`src/rtl/mul4_tournament_scorer_if.sv`:
```
// ----------------------------------------------------------------------------
// mul4_tournament_scorer_if
//   Handshake bundle between the tournament scorer, the candidate under test
//   and the evolution controller.
//
//   Candidate side : in_valid, in_ready, in_id, in_y3..in_y0
//   Controller side: out_valid, out_ready, out_id, out_score, out_perfect
//
//   Modports:
//     slave  - the scorer (consumes candidates, produces winners)
//     master - the environment (produces candidates, consumes winners)
// ----------------------------------------------------------------------------
interface mul4_tournament_scorer_if #(
  parameter int ID_W = 8
);
  logic            in_valid;
  logic            in_ready;
  logic [ID_W-1:0] in_id;
  logic [15:0]     in_y3;
  logic [15:0]     in_y2;
  logic [15:0]     in_y1;
  logic [15:0]     in_y0;

  logic            out_valid;
  logic            out_ready;
  logic [ID_W-1:0] out_id;
  logic [6:0]      out_score;
  logic            out_perfect;

  modport slave (
    input  in_valid, in_id, in_y3, in_y2, in_y1, in_y0, out_ready,
    output in_ready, out_valid, out_id, out_score, out_perfect
  );

  modport master (
    output in_valid, in_id, in_y3, in_y2, in_y1, in_y0, out_ready,
    input  in_ready, out_valid, out_id, out_score, out_perfect
  );
endinterface

```
`src/rtl/mul4_tournament_scorer.sv`:
```
// ----------------------------------------------------------------------------
// mul4_tournament_scorer
//   Scores evolved 2x2-bit multiplier candidates against the exhaustive golden
//   product and runs tournament selection over groups of TOUR_SIZE candidates.
//
//   Parameters:
//     TOUR_SIZE - candidates per tournament (2..255)
//     ID_W      - candidate identifier width
//
//   Ports:
//     clk            - sole clock, rising edge
//     rst            - synchronous active-high reset
//     a1, a0, b1, b0 - constant exhaustive stimulus driven into the candidate
//     bus (slave)    - candidate results in, tournament winner out
//
//   Pipeline: S1 mismatch vector -> S2 score -> S3 best/count update.
//
//   Optional feature macro: MUL4_TOUR_EARLY_EXIT_EN
//     A score-64 candidate ends the tournament at once. Candidates are then
//     accepted only when the pipeline is empty so the early exit is exact.
// ----------------------------------------------------------------------------
module mul4_tournament_scorer #(
  parameter int TOUR_SIZE = 4,
  parameter int ID_W      = 8
) (
  input  logic        clk,
  input  logic        rst,
  output logic [15:0] a1,
  output logic [15:0] a0,
  output logic [15:0] b1,
  output logic [15:0] b0,
  mul4_tournament_scorer_if.slave bus
);

  // Lane i tests a = i[1:0], b = i[3:2]; golden bits are {y3, y2, y1, y0}.
  localparam logic [63:0] GOLDEN = {16'h8000, 16'h4C00, 16'h6AC0, 16'hA0A0};
  localparam logic [7:0]  LAST   = 8'(TOUR_SIZE - 1);
  localparam logic [6:0]  PERFECT = 7'd64;

  typedef enum logic [1:0] {COLLECT, DRAIN, PRESENT} state_t;

  state_t          state, state_nxt;
  logic            in_rdy, out_vld, accept, busy;
  logic [7:0]      acc_cnt;
  logic            acc_last;

  logic            s1_v, s2_v;
  logic [63:0]     s1_mis;
  logic [ID_W-1:0] s1_id, s2_id;
  logic [6:0]      s1_score, s2_score;

  logic [7:0]      cnt;
  logic [6:0]      best_score, cand_score;
  logic [ID_W-1:0] best_id, cand_id;
  logic            take, win_load;

  assign a0 = 16'hAAAA;
  assign a1 = 16'hCCCC;
  assign b0 = 16'hF0F0;
  assign b1 = 16'hFF00;

  assign accept   = bus.in_valid && in_rdy;
  assign acc_last = (acc_cnt == LAST);

`ifdef MUL4_TOUR_EARLY_EXIT_EN
  // Tracks the cycle after the S3 update so a candidate is fully retired
  // before the next one enters; keeps the early exit free of stragglers.
  logic s3_v;
  always_ff @(posedge clk) begin
    if (rst) s3_v <= 1'b0;
    else     s3_v <= s2_v;
  end
  assign busy = s1_v || s2_v || s3_v;
`else
  assign busy = 1'b0;
`endif

  // ---------------- FSM ----------------
  // NOTE: sequential state uses non-blocking assignments so every register
  // samples pre-edge values, independent of block ordering.
  always_ff @(posedge clk) begin
    if (rst) state <= COLLECT;
    else     state <= state_nxt;
  end

  // NOTE: every output of this block is given a default first, so no path
  // leaves a signal unassigned and no latch is inferred.
  always_comb begin
    state_nxt = state;
    in_rdy    = 1'b0;
    out_vld   = 1'b0;
    case (state)
      COLLECT: begin
        in_rdy = !busy;
        if (win_load)                state_nxt = PRESENT;
        else if (accept && acc_last) state_nxt = DRAIN;
      end
      DRAIN: begin
        if (win_load) state_nxt = PRESENT;
      end
      PRESENT: begin
        out_vld = 1'b1;
        if (bus.out_ready) state_nxt = COLLECT;
      end
      default: state_nxt = COLLECT;
    endcase
  end

  assign bus.in_ready  = in_rdy;
  assign bus.out_valid = out_vld;

  // Accept counter decides when the last candidate of a tournament is in.
  always_ff @(posedge clk) begin
    if (rst)           acc_cnt <= '0;
    else if (win_load) acc_cnt <= '0;
    else if (accept)   acc_cnt <= acc_last ? 8'd0 : acc_cnt + 8'd1;
  end

  // ---------------- S1 / S2 ----------------
  always_ff @(posedge clk) begin
    if (rst) begin
      s1_v <= 1'b0;
      s2_v <= 1'b0;
    end else begin
      s1_v <= accept;
      s2_v <= s1_v;
    end
  end

  // NOTE: payload registers carry no reset; their valid bits gate every use,
  // so clearing them would add reset fan-out for no behavioural gain.
  always_ff @(posedge clk) begin
    if (accept) begin
      s1_mis <= {bus.in_y3, bus.in_y2, bus.in_y1, bus.in_y0} ^ GOLDEN;
      s1_id  <= bus.in_id;
    end
    if (s1_v) begin
      s2_score <= s1_score;
      s2_id    <= s1_id;
    end
  end

  assign s1_score = PERFECT - 7'($countones(s1_mis));

  // ---------------- S3 ----------------
  always_comb begin
    // First arrival always loads; later ones need a strictly better score.
    take       = (cnt == 8'd0) || (s2_score > best_score);
    cand_score = take ? s2_score : best_score;
    cand_id    = take ? s2_id    : best_id;
`ifdef MUL4_TOUR_EARLY_EXIT_EN
    win_load   = s2_v && ((cnt == LAST) || (s2_score == PERFECT));
`else
    win_load   = s2_v && (cnt == LAST);
`endif
  end

  always_ff @(posedge clk) begin
    if (rst) begin
      cnt             <= '0;
      best_score      <= '0;
      best_id         <= '0;
      bus.out_id      <= '0;
      bus.out_score   <= '0;
      bus.out_perfect <= 1'b0;
    end else if (s2_v) begin
      if (win_load) begin
        bus.out_id      <= cand_id;
        bus.out_score   <= cand_score;
        bus.out_perfect <= (cand_score == PERFECT);
        cnt             <= '0;
        best_score      <= '0;
        best_id         <= '0;
      end else begin
        cnt        <= cnt + 8'd1;
        best_score <= cand_score;
        best_id    <= cand_id;
      end
    end
  end

endmodule

```
`src/flat_wrapper.sv`:
```
// flat-port wrapper written by rule: the top's interface ports become plain ports
module mul4_tournament_scorer_flat 
#(
  parameter int TOUR_SIZE = 4,
  parameter int ID_W      = 8
)
  (clk, rst, a1, a0, b1, b0, bus_in_valid, bus_in_id, bus_in_y3, bus_in_y2, bus_in_y1, bus_in_y0, bus_out_ready, bus_in_ready, bus_out_valid, bus_out_id, bus_out_score, bus_out_perfect);
  mul4_tournament_scorer_if #(.ID_W(ID_W)) bus_i ();
  input  logic clk;
  input  logic rst;
  output logic [15:0] a1;
  output logic [15:0] a0;
  output logic [15:0] b1;
  output logic [15:0] b0;
  input wire logic [$bits(bus_i.in_valid)-1:0] bus_in_valid;
  input wire logic [$bits(bus_i.in_id)-1:0] bus_in_id;
  input wire logic [$bits(bus_i.in_y3)-1:0] bus_in_y3;
  input wire logic [$bits(bus_i.in_y2)-1:0] bus_in_y2;
  input wire logic [$bits(bus_i.in_y1)-1:0] bus_in_y1;
  input wire logic [$bits(bus_i.in_y0)-1:0] bus_in_y0;
  input wire logic [$bits(bus_i.out_ready)-1:0] bus_out_ready;
  output wire logic [$bits(bus_i.in_ready)-1:0] bus_in_ready;
  output wire logic [$bits(bus_i.out_valid)-1:0] bus_out_valid;
  output wire logic [$bits(bus_i.out_id)-1:0] bus_out_id;
  output wire logic [$bits(bus_i.out_score)-1:0] bus_out_score;
  output wire logic [$bits(bus_i.out_perfect)-1:0] bus_out_perfect;
  assign bus_i.in_valid = bus_in_valid;
  assign bus_i.in_id = bus_in_id;
  assign bus_i.in_y3 = bus_in_y3;
  assign bus_i.in_y2 = bus_in_y2;
  assign bus_i.in_y1 = bus_in_y1;
  assign bus_i.in_y0 = bus_in_y0;
  assign bus_i.out_ready = bus_out_ready;
  assign bus_in_ready = bus_i.in_ready;
  assign bus_out_valid = bus_i.out_valid;
  assign bus_out_id = bus_i.out_id;
  assign bus_out_score = bus_i.out_score;
  assign bus_out_perfect = bus_i.out_perfect;
  mul4_tournament_scorer #(.TOUR_SIZE(TOUR_SIZE), .ID_W(ID_W)) u_core (.clk(clk), .rst(rst), .a1(a1), .a0(a0), .b1(b1), .b0(b0), .bus(bus_i));
endmodule
```
`config.mk`:
```
export PLATFORM = sky130hd
export DESIGN_NAME = mul4_tournament_scorer_flat
export DESIGN_NICKNAME = d
export VERILOG_FILES = /design/src/rtl/mul4_tournament_scorer_if.sv /design/src/rtl/mul4_tournament_scorer.sv /design/src/flat_wrapper.sv
export SDC_FILE = /design/constraint.sdc
export NUM_CORES = 1
export LEC_CHECK = 0
export ABC_AREA = 1
export ABC_CLOCK_PERIOD_IN_PS = 7730
export BUFFER_PORTS_ARGS = -buffer_cell sky130_fd_sc_hd__buf_2
export CORE_MARGIN = 3
export CORE_UTILIZATION = 45
export DETAILED_ROUTE_END_ITERATION = 7
export GPL_ROUTABILITY_DRIVEN = 0
export PLACE_DENSITY_LB_ADDON = 0.1
export SLEW_MARGIN = 0
export SYNTH_ARGS = -nofsm -noshare
export SYNTH_HDL_FRONTEND = slang
export SYNTH_SLANG_ARGS = --single-unit
```
`constraint.sdc`:
```
create_clock -name clk -period 7.73 [get_ports clk]
set_input_delay 1.1595 -clock clk [delete_from_list [all_inputs] [get_ports clk]]
set_output_delay 1.1595 -clock clk [all_outputs]
set_load 0.01 [all_outputs]
```
**Word level (Yosys, flattened, before mapping)**

Index checks and enable logic that the tools add are counted.

- Bits of input ports: 76
- RAM bits: 0
- Output and inout port bits: 82
- Word-level logic and storage cells: 112
- ROM bits: 0
- Memories: 0
- Latch bits: 0
- Flip-flop bits (word level): 138

- Magnitude comparators: 1
- Divide/modulo/power cells: 0
- Mux-type cells: 13
- Shift-type cells: 0
- Bitwise operators: 1
- Add/subtract/negate cells: 66
- Reduce and logical (&&, ||, !) cells: 9
- Equality and inequality tests: 8
- Multipliers: 0

Operators with widths:

| operator | count |
|---|---|
| adder 7 bit | 31 |
| adder 1 x 1 -> 2 bit | 32 |
| two-way mux 8 bit | 4 |
| adder 8 x 1 -> 8 bit, second input constant | 2 |
| equality test 8 x 2 -> 1 bit, second input constant | 2 |
| two-way mux 7 bit | 2 |
| inverter 14 bit | 1 |
| logical NOT 8 bit | 1 |
| two-way mux 2 bit | 4 |
| equality test 7 bit, second input constant | 1 |
| > comparator 7 bit | 1 |
| subtractor 7 bit, first input constant | 1 |
| case mux 2 bit (3 select lines) | 1 |
| logical AND 1 bit | 3 |
| inequality test 3 x 1 -> 1 bit, second input constant | 1 |
| AND reduction 3 bit | 1 |
| equality test 2 x 1 -> 1 bit, second input constant | 1 |
| equality test 2 bit, second input constant | 1 |
| logical NOT 2 bit | 1 |
| two-way mux 1 bit | 2 |
| inequality test 2 x 1 -> 1 bit, second input constant | 1 |
| inequality test 2 bit, second input constant | 1 |
| AND reduction 2 bit | 1 |
| OR reduction 2 bit | 1 |
| logical OR 1 bit | 1 |

**Logic depth before layout (Yosys ltp)**

- Word-level depth: 7
- Gate-level depth with buffers: 22

**Worst setup path before layout**

No wires, ideal clock.

- Kind: register -> register
- Start: register u_core.s1_mis[12]
- End: register u_core.s2_score[5], data pin
- Buffers on the path: 0
- Slack: 2.138 ns
- Arrival time: 5.332 ns
- Stages on the path, launching flop included: 16
- Cells stage by stage: edfxtp_1 -> ha_1 -> fa_1 -> fa_1 -> fa_1 -> inv_1 -> fa_1 -> fa_1 -> inv_1 -> fa_1 -> fa_1 -> fa_1 -> inv_1 -> ha_1 -> fa_1 -> xor2_1

- Longest elaborated chain between the ends: 7

RTL lines:

| what | line | RTL |
|---|---|---|
| start: declaration | mul4_tournament_scorer.sv:48 | `logic [63:0] s1_mis;` |
| start signal: assignment | mul4_tournament_scorer.sv:134 | `s1_mis <= {bus.in_y3, bus.in_y2, bus.in_y1, bus.in_y0} ^ GOLDEN;` |
| adder 1 x 1 -> 2 bit (not written as such) | mul4_tournament_scorer.sv:143 | `assign s1_score = PERFECT - 7'($countones(s1_mis));` |
| adder 7 bit (not written as such) (5 in series) | mul4_tournament_scorer.sv:143 |  |
| subtractor 7 bit | mul4_tournament_scorer.sv:143 |  |
| via u_core.s1_score[5] | mul4_tournament_scorer.sv:50 | `logic [6:0] s1_score, s2_score;` |
| end signal: assignment | mul4_tournament_scorer.sv:138 | `s2_score <= s1_score;` |
| end: declaration | mul4_tournament_scorer.sv:50 |  |

The timed path passes the listed nets, and every way through them passes these cells.
A chain may end at the register's enable or synchronous reset.

**Final worst setup path**

Ends and elaborated chain as after synthesis.

==> summary.txt <==
Setup Fix Bufs, Post-CTS -> 0
top post-synthesis cells by area -> edfxtp_1 33%, fa_1 15%, dfxtp_1 13%
Slowest cell on crit path -> fa_1
ANT nets after route -> 0
#FFs+latches synth -> 138
Clock Tree Buf Depth -> 2
largest net degree at the start of global routing -> 75
Max Fclk -> 0.1728 GHz
Clock Skew -> 0.008811 ns
GRT Total Usage -> 14.73%
synthesized area -> 0.007835 mm2
Total Power -> 0.003951 W
hold_sp -> u_core.s1_id[1]$_DFFE_PP_
Worst Path Arrival -> 5.96 ns
Peak VDD IR -> 493.2 uV
DR DRC count -> 0
Crit Path Category -> reg -> reg
xor-xnor portion of the synthesized cell area -> 0.6707%
I/O Buffers -> 93
CTS resizes -> 0
Max-Cap Viols -> 0
CTS clock-pin slew for the worst setup and hold paths -> 0.06 ns
Buf+Inv Stages, Crit Path -> 3
P_leak -> 4.160 nW
worst path cell trace -> ha_1 -> fa_1 -> fa_1 -> fa_1 -> inv_1 -> fa_1 -> fa_1 -> inv_1 -> fa_1 -> fa_1 -> fa_1 -> inv_1 -> ha_1 -> fa_1 -> xor2_1
grt ovf -> 0
max_slew headroom -> 38.64%
First-pass DRT Iterations -> 4
Clock Tree Root -> clkbuf_16
top-count cell post-synth -> inv_1
drt via density -> 4.432
Synth top area share -> 33.34%
Die ar. -> 0.01903 mm2
Worst-Skew Late Latency -> 0.42 ns
share of cells above drive strength 1 -> 18.15%
CTS tree -> built
Seq/Total Area, Yosys -> 46.37%
first-pass GRT wire length -> 21.70 mm
number of flops mapped to enable cells by yosys -> 87
Starting DRT DRC Count -> 200
CP peak stage delay -> 0.55 ns
Slew Limit Fails -> 0
Worst Max-Slew Pin Slew -> 0.9204 ns
Async S/R FF share, synth -> 0%
Hold WS -> 0.4174 ns
Post-Synth Simple-Gate Area -> 9.039%
Antenna diodes -> 0
area leader, netlist -> edfxtp_1
Reg2Reg Depth -> 15
wire length per cell -> 12.19 um
RR Endpoint -> u_core.s2_score[5]$_DFFE_PP_
yosys warns -> 0
HPWL after detailed placement -> 9.959 mm
Final Cycle Share -> 74.87%
minimum clock period -> 5.787 ns
mux contribution to synthesized area -> 0%
DP Worst Slack -> 1.940 ns
vias in the first global route -> 4759
combinational family with the most area after synthesis -> adder cells
crit start category -> flop
status -> completed
crit-path max FO -> 2
Final Routed Wirelength -> 12.69 mm
commonest cells in the netlist -> 147 x inv_1, 87 x edfxtp_1, 80 x nand2_1
Power Density -> 447.7 mW/mm2
Reg-to-Reg Start -> u_core.s1_mis[12]$_DFFE_PP_
Final Hold Violating Endpoints -> 0
delay-heaviest family, CP -> adder cells
final setup fails -> 0
Final Net Count -> 1010
Most common cell on crit path -> fa_1
Core Area -> 0.01682 mm2
post-synth cell types -> 36
synthesized area per cell -> 11.13 um2
Initial Util -> 46.59%
compound-cell area share of the yosys netlist -> 4.328%
clock sinks -> 138
worst min path class -> reg -> reg
die width -> 138.0 um
RSZ-0062 raised after global routing -> no
final core utilization -> 52.47%
row count -> 47
initial antenna violation count -> 0
CP endpoint kind -> flop
Hold Crit Depth -> 0
Area Growth Syn to Fin -> 12.63%
Hold Path End -> u_core.s2_id[1]$_DFFE_PP_
flop2flop setup slack -> 1.94 ns
total CTS buffers -> 17
total number of vias -> 4614
worst setup margin -> 1.943 ns
die height -> 138.0 um
H-tree levels -> 4
most common flop cell mapped by yosys -> edfxtp_1
Mapped Cells -> 704
Hold Buf Count CTS -> 0
fillcell total -> 1553
TNS Setup -> 0 ns
CP required -> 7.90 ns
I/O pins -> 158
adder-cell area share of the yosys netlist -> 25.58%
[layer usage]
metal  up-vias  part of all wire, %  track usage, %
met5         -                    0               0
met1      2190                   40           17.01
met4         0                  1.5           6.092
met2        99                   54           26.17
li1       2311                    -               -
met3        14                  4.8           3.592
[registers in the layout, indices dropped and copies added (netlist names), 7 cells and up]
signal / count
u_core.cnt: 8
u_core.best_score: 7
u_core.best_id: 8
u_core.s1_id: 8
u_core.s1_mis: 64
u_core.s2_score: 7
u_core.acc_cnt: 8
u_core.bus.out_score: 7
u_core.bus.out_id: 8
u_core.s2_id: 8
[where the power goes]
part	internal (W)	total (W)	switching, W
combinational	0.000930	0.00216	0.00123
clock	0.000436	0.000737	0.000301
sequential	0.00103	0.00105	0.0000271
[stage by stage]
stage,cells,instance area [um2]
floorplan,766,8068
global placement,1009,8289
detailed placement,1009,8289
CTS,1041,8825
global route,1041,8825
finish,1041,8825
[cell families (layout without fill, tap and decap cells)]
| family | count (synthesis) | after routing |
|---|---|---|
| AO/OA/AOI/OAI | 54 | 54 |
| other | 2 | 64 |
| XOR/XNOR | 6 | 6 |
| flip-flops | 138 | 138 |
| adder cells (fa/ha/maj) | 126 | 126 |
| buffers and inverters | 220 | 275 |
| AND/OR/NAND/NOR | 158 | 158 |
[layout make-up]
class	count	area, um2	area share [%]
clock buffers	18	429.2	4.863
multi-input cells	408	3344	37.90
clock inverters	14	106.4	1.205
inverters	148	555.5	6.295
flip-flops and latches	138	3633	41.17
well taps	220	275.3	3.119
repair buffers	95	480.5	5.444
[placed cells by master, fill, tap and decap left out, types with 2 or more instances in the layout]
cell	instances
nor3b_1	4
edfxtp_1	87
nand2_1	80
nand4_1	2
conb_1	64
inv_1	146
xor2_1	4
o21ai_2	8
or2_1	8
clkinv_1	3
nor2_1	26
ha_1	69
clkbuf_16	17
o21ai_0	14
fa_1	57
buf_4	2
nand3_1	21
a21oi_1	15
a21oi_2	8
clkinv_2	5
nand2_2	4
nor3_1	7
clkinvlp_4	3
xnor2_1	2
inv_2	2
dfxtp_1	51
buf_2	93
o21ai_1	5
[how the worst max path moves through the flow]
stage | from | endpoint | slack [ns] | cells past startpoint
floorplan | u_core.s1_mis[12]$_DFFE_PP_ | u_core.s2_score[5]$_DFFE_PP_ | 2.14 | 15
CTS | u_core.s1_mis[12]$_DFFE_PP_ | u_core.s2_score[5]$_DFFE_PP_ | 1.91 | 15
detailed placement | u_core.s1_mis[12]$_DFFE_PP_ | u_core.s2_score[5]$_DFFE_PP_ | 1.94 | 15
global route | u_core.s1_mis[12]$_DFFE_PP_ | u_core.s2_score[5]$_DFFE_PP_ | 1.78 | 15
finish | u_core.s1_mis[12]$_DFFE_PP_ | u_core.s2_score[5]$_DFFE_PP_ | 1.94 | 15
global placement | u_core.s1_mis[12]$_DFFE_PP_ | u_core.s2_score[5]$_DFFE_PP_ | 2.05 | 15
No activity file was read; power rests on OpenSTA's default activity.
